$ cat src/rtl/ctrl_pkg.sv
// ---------------------------------------------------------------------------
// ctrl_pkg
// Shared types and default constants for the program run controller and any
// bench that drives it.
//   ctrl_state_t       : controller state encoding (IDLE, LOAD, RUN, DONE, FAULT)
//   DEFAULT_DONE_ADDR  : dmem byte address whose store marks completion
//   DEFAULT_EXPECT     : expected value of the completion store
//   is_settled()       : true in the states where a new start is accepted
// ---------------------------------------------------------------------------
package ctrl_pkg;

    typedef enum logic [2:0] {
        IDLE  = 3'd0,
        LOAD  = 3'd1,
        RUN   = 3'd2,
        DONE  = 3'd3,
        FAULT = 3'd4
    } ctrl_state_t;

    localparam logic [31:0] DEFAULT_DONE_ADDR  = 32'd84;
    localparam logic [31:0] DEFAULT_EXPECT     = 32'h0000_0096;
    localparam int          DEFAULT_IMEM_WORDS = 64;
    localparam int          DEFAULT_MAX_CYCLES = 4096;

    // A start request is honoured only once the controller is parked.
    function automatic logic is_settled(input ctrl_state_t s);
        logic r;
        case (s)
            IDLE, DONE, FAULT: r = 1'b1;
            default:           r = 1'b0;
        endcase
        return r;
    endfunction

endpackage

$ cat src/rtl/run_timer.sv
// ---------------------------------------------------------------------------
// run_timer
// 32-bit clearable enable-counter with a terminal-count flag.
//   i_clk    : clock, rising edge
//   i_reset  : asynchronous active-high reset (count -> 0)
//   i_clr    : synchronous clear, wins over i_en
//   i_en     : count this cycle
//   o_count  : registered count, saturates at 2^32-1
//   o_tc     : count currently equals MAX_CYCLES-1
// ---------------------------------------------------------------------------
module run_timer #(
    parameter int MAX_CYCLES = 4096
) (
    input  logic        i_clk,
    input  logic        i_reset,
    input  logic        i_clr,
    input  logic        i_en,
    output logic [31:0] o_count,
    output logic        o_tc
);

    localparam logic [31:0] TC_VALUE = 32'(MAX_CYCLES - 1);

    logic [31:0] r_count;

    // Cycle counter: clear has priority, then saturating increment.
    always_ff @(posedge i_clk or posedge i_reset) begin
        if (i_reset) begin
            r_count <= 32'd0;
        end else if (i_clr) begin
            r_count <= 32'd0;
        end else if (i_en && (r_count != 32'hFFFF_FFFF)) begin
            r_count <= r_count + 32'd1;
        end else begin
            r_count <= r_count;
        end
    end

    assign o_count = r_count;
    assign o_tc    = (r_count == TC_VALUE);

endmodule

$ cat src/rtl/program_run_controller.sv
// ---------------------------------------------------------------------------
// program_run_controller
// Drives a single-cycle computer through load -> run -> check: holds the CPU
// in reset while streaming a program into imem, releases it, counts cycles,
// snoops dmem for the completion store and reports pass/fail/timeout.
//   clk, reset                 : clock and async active-high reset
//   start, abort               : begin a load / return to IDLE
//   load_valid/ready/data/last : program word stream (valid/ready)
//   imem_we/addr/wdata         : instruction memory write port
//   cpu_reset                  : reset to the computer
//   cpu_memwrite/dataadr/writedata : snooped dmem bus
//   busy, done, pass, timeout, overflow, result, cycle_count : status
// ---------------------------------------------------------------------------
module program_run_controller
    import ctrl_pkg::*;
#(
    parameter int          n          = 32,
    parameter int          IMEM_WORDS = DEFAULT_IMEM_WORDS,
    parameter logic [n-1:0] DONE_ADDR = n'(DEFAULT_DONE_ADDR),
    parameter logic [n-1:0] EXPECT    = n'(DEFAULT_EXPECT),
    parameter int          MAX_CYCLES = DEFAULT_MAX_CYCLES,
    localparam int         AW         = (IMEM_WORDS > 1) ? $clog2(IMEM_WORDS) : 1
) (
    input  logic          clk,
    input  logic          reset,
    input  logic          start,
    input  logic          abort,
    input  logic          load_valid,
    output logic          load_ready,
    input  logic [n-1:0]  load_data,
    input  logic          load_last,
    output logic          imem_we,
    output logic [AW-1:0] imem_addr,
    output logic [n-1:0]  imem_wdata,
    output logic          cpu_reset,
    input  logic          cpu_memwrite,
    input  logic [n-1:0]  cpu_dataadr,
    input  logic [n-1:0]  cpu_writedata,
    output logic          busy,
    output logic          done,
    output logic          pass,
    output logic          timeout,
    output logic          overflow,
    output logic [n-1:0]  result,
    output logic [31:0]   cycle_count
);

    localparam logic [AW-1:0] LAST_PTR = AW'(IMEM_WORDS - 1);

    ctrl_state_t   r_state;
    logic [AW-1:0] r_ptr;
    logic          r_cpu_reset;
    logic          r_busy;
    logic          r_done;
    logic          r_pass;
    logic          r_timeout;
    logic          r_overflow;
    logic [n-1:0]  r_result;

    logic          w_ready;
    logic          w_accept;
    logic          w_complete;
    logic          w_start_ok;
    logic          w_tc;
    logic [31:0]   w_cycle_count;

    assign w_ready    = (r_state == LOAD);
    assign w_accept   = load_valid & w_ready;
    assign w_complete = cpu_memwrite & (cpu_dataadr == DONE_ADDR);
    assign w_start_ok = start & is_settled(r_state);

    // Abort and a fresh start both zero the count; it only advances in RUN.
    run_timer #(
        .MAX_CYCLES (MAX_CYCLES)
    ) u_run_timer (
        .i_clk   (clk),
        .i_reset (reset),
        .i_clr   (abort | w_start_ok),
        .i_en    (r_state == RUN),
        .o_count (w_cycle_count),
        .o_tc    (w_tc)
    );

    // Controller FSM with word pointer, CPU reset and captured status flags.
    always_ff @(posedge clk or posedge reset) begin
        if (reset) begin
            r_state     <= IDLE;
            r_ptr       <= '0;
            r_cpu_reset <= 1'b1;
            r_busy      <= 1'b0;
            r_done      <= 1'b0;
            r_pass      <= 1'b0;
            r_timeout   <= 1'b0;
            r_overflow  <= 1'b0;
            r_result    <= '0;
        end else if (abort) begin
            r_state     <= IDLE;
            r_ptr       <= '0;
            r_cpu_reset <= 1'b1;
            r_busy      <= 1'b0;
            r_done      <= 1'b0;
            r_pass      <= 1'b0;
            r_timeout   <= 1'b0;
            r_overflow  <= 1'b0;
            r_result    <= '0;
        end else begin
            case (r_state)
                IDLE, DONE, FAULT: begin
                    r_cpu_reset <= 1'b1;
                    if (start) begin
                        r_state    <= LOAD;
                        r_busy     <= 1'b1;
                        r_ptr      <= '0;
                        r_done     <= 1'b0;
                        r_pass     <= 1'b0;
                        r_timeout  <= 1'b0;
                        r_overflow <= 1'b0;
                        r_result   <= '0;
                    end else begin
                        r_state <= r_state;
                    end
                end
                LOAD: begin
                    r_cpu_reset <= 1'b1;
                    if (w_accept) begin
                        if (load_last) begin
                            // CPU leaves reset on the same edge that enters RUN.
                            r_state     <= RUN;
                            r_cpu_reset <= 1'b0;
                        end else if (r_ptr == LAST_PTR) begin
                            // Word at the top slot was written; no room for more.
                            r_state    <= FAULT;
                            r_overflow <= 1'b1;
                            r_busy     <= 1'b0;
                        end else begin
                            r_ptr <= r_ptr + AW'(1);
                        end
                    end else begin
                        r_state <= LOAD;
                    end
                end
                RUN: begin
                    if (w_complete) begin
                        // Completion outranks a coincident budget expiry.
                        r_state     <= DONE;
                        r_result    <= cpu_writedata;
                        r_done      <= 1'b1;
                        r_pass      <= (cpu_writedata == EXPECT);
                        r_cpu_reset <= 1'b1;
                        r_busy      <= 1'b0;
                    end else if (w_tc) begin
                        r_state     <= FAULT;
                        r_timeout   <= 1'b1;
                        r_cpu_reset <= 1'b1;
                        r_busy      <= 1'b0;
                    end else begin
                        r_cpu_reset <= 1'b0;
                    end
                end
                default: begin
                    r_state     <= IDLE;
                    r_cpu_reset <= 1'b1;
                    r_busy      <= 1'b0;
                end
            endcase
        end
    end

    assign load_ready  = w_ready;
    assign imem_we     = w_accept;
    assign imem_addr   = r_ptr;
    assign imem_wdata  = load_data;
    assign cpu_reset   = r_cpu_reset;
    assign busy        = r_busy;
    assign done        = r_done;
    assign pass        = r_pass;
    assign timeout     = r_timeout;
    assign overflow    = r_overflow;
    assign result      = r_result;
    assign cycle_count = w_cycle_count;

endmodule

$ cat config.mk
export PLATFORM = sky130hd
export DESIGN_NAME = program_run_controller
export DESIGN_NICKNAME = d
export VERILOG_FILES = /design/src/rtl/ctrl_pkg.sv /design/src/rtl/run_timer.sv /design/src/rtl/program_run_controller.sv
export SDC_FILE = /design/constraint.sdc
export NUM_CORES = 1
export LEC_CHECK = 0
export BUFFER_PORTS_ARGS = -buffer_cell sky130_fd_sc_hd__buf_4
export CAP_MARGIN = 20
export CORE_MARGIN = 8
export CORE_UTILIZATION = 42
export DETAILED_ROUTE_END_ITERATION = 8
export PLACE_DENSITY = 0.77
export RECOVER_POWER = 100
export SLEW_MARGIN = 0
export SYNTH_ARGS = -nofsm -noshare
export SYNTH_HDL_FRONTEND = slang
export SYNTH_SLANG_ARGS = --single-unit
$ cat constraint.sdc
create_clock -name clk -period 2.2 [get_ports clk]
set_clock_uncertainty 0.1 [all_clocks]
set_input_delay 0.11 -clock clk [delete_from_list [all_inputs] [get_ports clk]]
set_output_delay 0.11 -clock clk [all_outputs]
set_load 0.02 [all_outputs]
==> reports/qor.tcl <==
set qor(layout.nets) 713
set qor(regToRegSetupSlack_ps) 90
set qor(tritoncts) {done}
set qor(grt_pass1_wl_um) 22370
set qor(hold_start) {load_data[16]}
set qor(design.die.area_sq_um) 13840
set qor(maxClockFrequency_mhz) 473.0
set qor(grt.overflow.total) 0
set qor(post_route_cells_drive_above_1_share_pct) 24.31
set qor(route.final.wire_length_um) 13770
set qor(clock_tree_buffer_depth) 2
set qor(first_pass_iters) 4
set qor(core_area_sq_um) 10180
set qor(post_synth_num_cell_types) 57
set qor(crit_path_start_kind) {flip-flop}
set qor(grt_antenna_before_repair) 1
set qor(status) {completed}
set qor(syn_area_per_cell_sq_um) 9.904
set qor(clkSinkCount) 79
set qor(dpl.cell_count) 692
set qor(cell_internal_pwr_mw) 2.391
set qor(clkPwrFrac_pct) 35.4
set qor(n_fill_cell) 930
set qor(crit_path_max_fanout) 6
set qor(fp.dieH_um) 117.6
set qor(timing_worst_setup_path_type) {flip-flop to flip-flop}
set qor(worstMarginPinSlew_ps) 1164
set qor(timing_max_transition_violations_final) 0
set qor(syn_area_sq_um) 4338
set qor(ff_latch_area_sq_um) 1986
set qor(worstHoldPathType) {input pin to output pin}
set qor(finalWorstPathRequiredPeriod_ps) 2114
set qor(crit-reg2reg-capture) {u_run_timer.o_count[23]$_DFFE_PP0P_}
set qor(final_area_sq_um) 5923
set qor(dominantRegCellSynth) {sky130_fd_sc_hd__dfrtp_1}
set qor(final_hold_viol_count) 0
set qor(vias) 4215
set qor(port_buffers) 148
set qor(layout_commonest_cell) {sky130_fd_sc_hd__buf_4}
set qor(clock_insertion_delay_worst_skew_ps) 350
set qor(drc_viols) 0
set qor(powerDensity_nw_per_um2) 553.1
set qor(placed_area_sq_um) 5579
set qor(required_ps) 2340
set qor(final_worst_path_cycle_share_pct) 96.11
set qor(number_of_global_route_vias_before_repair) 4357
set qor(wl_per_cell_um) 18.36
set qor(gp_congestion) 0.8518
set qor(initial_core_util_pct) 42.59
set qor(detail_route.vias_per_cell) 5.620
set qor(die_x_um) 117.6
set qor(drtAntennaViolNets) 0
set qor(hold-worst-slack_ps) 120.0
set qor(multi_input_area_sq_um) 2038
set qor(synth.net_count) 543
set qor(power_switching_share_pct) 27.00
set qor(share_seq_of_total_power_pct) 46.2
set qor(power.combinational.fraction_pct) 18.3
set qor(finish.cell_count_without_fillers) 750
set qor(cts.clk_slew.worst_paths_ps) 80
set qor(p_sw_mw) 0.8846
set qor(synth-warning-count) 0
set qor(seq_area_frac_synth_pct) 45.60
set qor(crit-reg2reg-launch) {r_state[2]$_DFFE_PP0P_}
set qor(ys_seq_elements) 79
set qor(crit_arrival_ps) 2250
set qor(crit_path_end_kind) {flip-flop}
set qor(peakVddDrop_v) 0.0002959
set qor(timing.hold.worst_endpoint) {imem_wdata[16]}
set qor(setup_viol) 0
set qor(final_core_utilization_pct) 58.16
set qor(p_leak_nw) 2.499
set qor(grt_usage_pct) 19.57
set qor(synthesis.instances) 438
set qor(synth_edf_count) 0
set qor(grt_start_max_net_pins) 43
set qor(drtIter0Drc) 210
set qor(post-dp-hpwl_um) 9652
set qor(pin_count) 213
set qor(drv_cap) 0
set qor(cts_made_buffers) 9
set qor(cts_max_level) 3
set qor(relative_slew_margins_pct) 21.99
set qor(area.growth.synth_to_final_pct) 36.54
set qor(clockRootBuffer) {sky130_fd_sc_hd__clkbuf_8}
set qor(whs_path_depth) 0
set qor(worstRegToRegCells) 5
set qor(final_cell_mix) {sky130_fd_sc_hd__buf_4 (103), sky130_fd_sc_hd__clkbuf_1 (77), sky130_fd_sc_hd__dfrtp_1 (72)}
set qor(placement_rows) 37
set qor(synth-async-reset-ratio_pct) 100.0
timing repair:
action | 4_1_cts | 5_1_grt
hold buffers | 35 | 0
gates resized for setup | 0 | 10
setup buffers | 0 | 5
hold endpoints to repair | 61 | 0
setup endpoints to repair | 0 | 13
layer usage:
layer  part of all wire, %  global-route usage, %  vias up
met1                    39                  22.26     2025
li1                      -                      -     1972
met4                   1.9                  7.446        0
met5                     0                      0        -
met3                   7.1                  5.755       38
met2                    52                  33.94      180
power groups by stage:
stage	registers [mW]	clock network, mW	logic (mW)
3_3_place_gp	1.54	0	0.566
5_1_grt	1.52	1.25	0.655
2_1_floorplan	1.57	0	0.360
3_5_place_dp	1.54	0	0.574
4_1_cts	1.51	1.18	0.626
6_report	1.51	1.16	0.601
cells in the mapped netlist, drive strengths merged (3+ instances only):
master	count	share of area [%]
a2111oi	8	2.6
a21o	3	0.52
a21oi	19	2.2
a22o	34	6.9
and2	3	0.43
and3	8	1.2
and4	6	1.2
buf	39	6.6
clkbuf	21	1.8
dfrtp	78	45
inv	9	0.78
nand2	20	1.7
nand2b	3	0.43
nand3	22	2.5
nand4	12	1.7
nor2	27	2.3
nor3	8	1.0
nor4	21	3.0
nor4b	7	1.6
o211ai	3	0.52
o21a	3	0.52
o21ai	11	1.3
o31ai	8	1.4
or3	14	2.1
or4	7	1.2
xnor2	15	3.0
sequential cells by signal (all words and copies together), names as in the netlist:
| signal | count |
|---|---|
| busy | 1 |
| imem_addr | 6 |
| u_run_timer.o_count | 32 |
| pass | 1 |
| timeout | 1 |
| overflow | 1 |
| cpu_reset | 1 |
| done | 1 |
| r_state | 3 |
| result | 32 |
stage by stage:
step / total power, mW / setup WS [ps] / TNS, ps
floorplan: 1.927 / -101.7 / -449.5
global placement: 2.108 / 103.2 / 0
detailed placement: 2.116 / 43.77 / 0
CTS: 3.324 / 14.32 / 0
global route: 3.427 / -20.48 / -25.56
finish: 3.276 / 85.66 / 0
kinds of logic after synthesis:
family / Yosys count / share of synthesized area (%)
simple gates: 167 / 22.12
buf+inv: 69 / 9.201
xor+xnor: 15 / 3.029
flops: 79 / 45.60
mux: 1 / 0.2308
fa+ha+maj: 2 / 0.5768
compound gates: 105 / 19.24
worst max-delay path by stage:
| stage | startpoint | endpoint | slack (ps) | cells after the start |
|---|---|---|---|---|
| 2_1_floorplan | r_state[0]$_DFFE_PP0P_ | u_run_timer.o_count[25]$_DFFE_PP0P_ | -100 | 8 |
| 3_3_place_gp | r_state[2]$_DFFE_PP0P_ | u_run_timer.o_count[25]$_DFFE_PP0P_ | 100 | 5 |
| 3_5_place_dp | r_state[2]$_DFFE_PP0P_ | u_run_timer.o_count[23]$_DFFE_PP0P_ | 40 | 5 |
| 4_1_cts | u_run_timer.o_count[0]$_DFFE_PP0P_ | u_run_timer.o_count[11]$_DFFE_PP0P_ | 10 | 7 |
| 5_1_grt | u_run_timer.o_count[13]$_DFFE_PP0P_ | u_run_timer.o_count[31]$_DFFE_PP0P_ | -20 | 6 |
| 6_report | r_state[2]$_DFFE_PP0P_ | u_run_timer.o_count[23]$_DFFE_PP0P_ | 90 | 5 |
critical path: stages, from the launching register on:
cell and delay, ps:
sky130_fd_sc_hd__dfrtp_1 390, sky130_fd_sc_hd__or3b_4 440, sky130_fd_sc_hd__or3_4 460, sky130_fd_sc_hd__a2111oi_2 400
sky130_fd_sc_hd__xnor2_1 160, sky130_fd_sc_hd__nor2_1 50
final cells by class:
| type | instances | area share, % |
|---|---|---|
| Antenna cell | 1 | 0.04225 |
| Clock buffer | 12 | 2.281 |
| Clock inverter | 4 | 1.225 |
| Inverter | 9 | 0.5915 |
| Multi-Input combinational cell | 291 | 34.41 |
| Sequential cell | 79 | 33.52 |
| Tap cell | 136 | 2.873 |
| Timing Repair Buffer | 218 | 25.05 |
No activity file was read; power rests on OpenSTA's default activity.
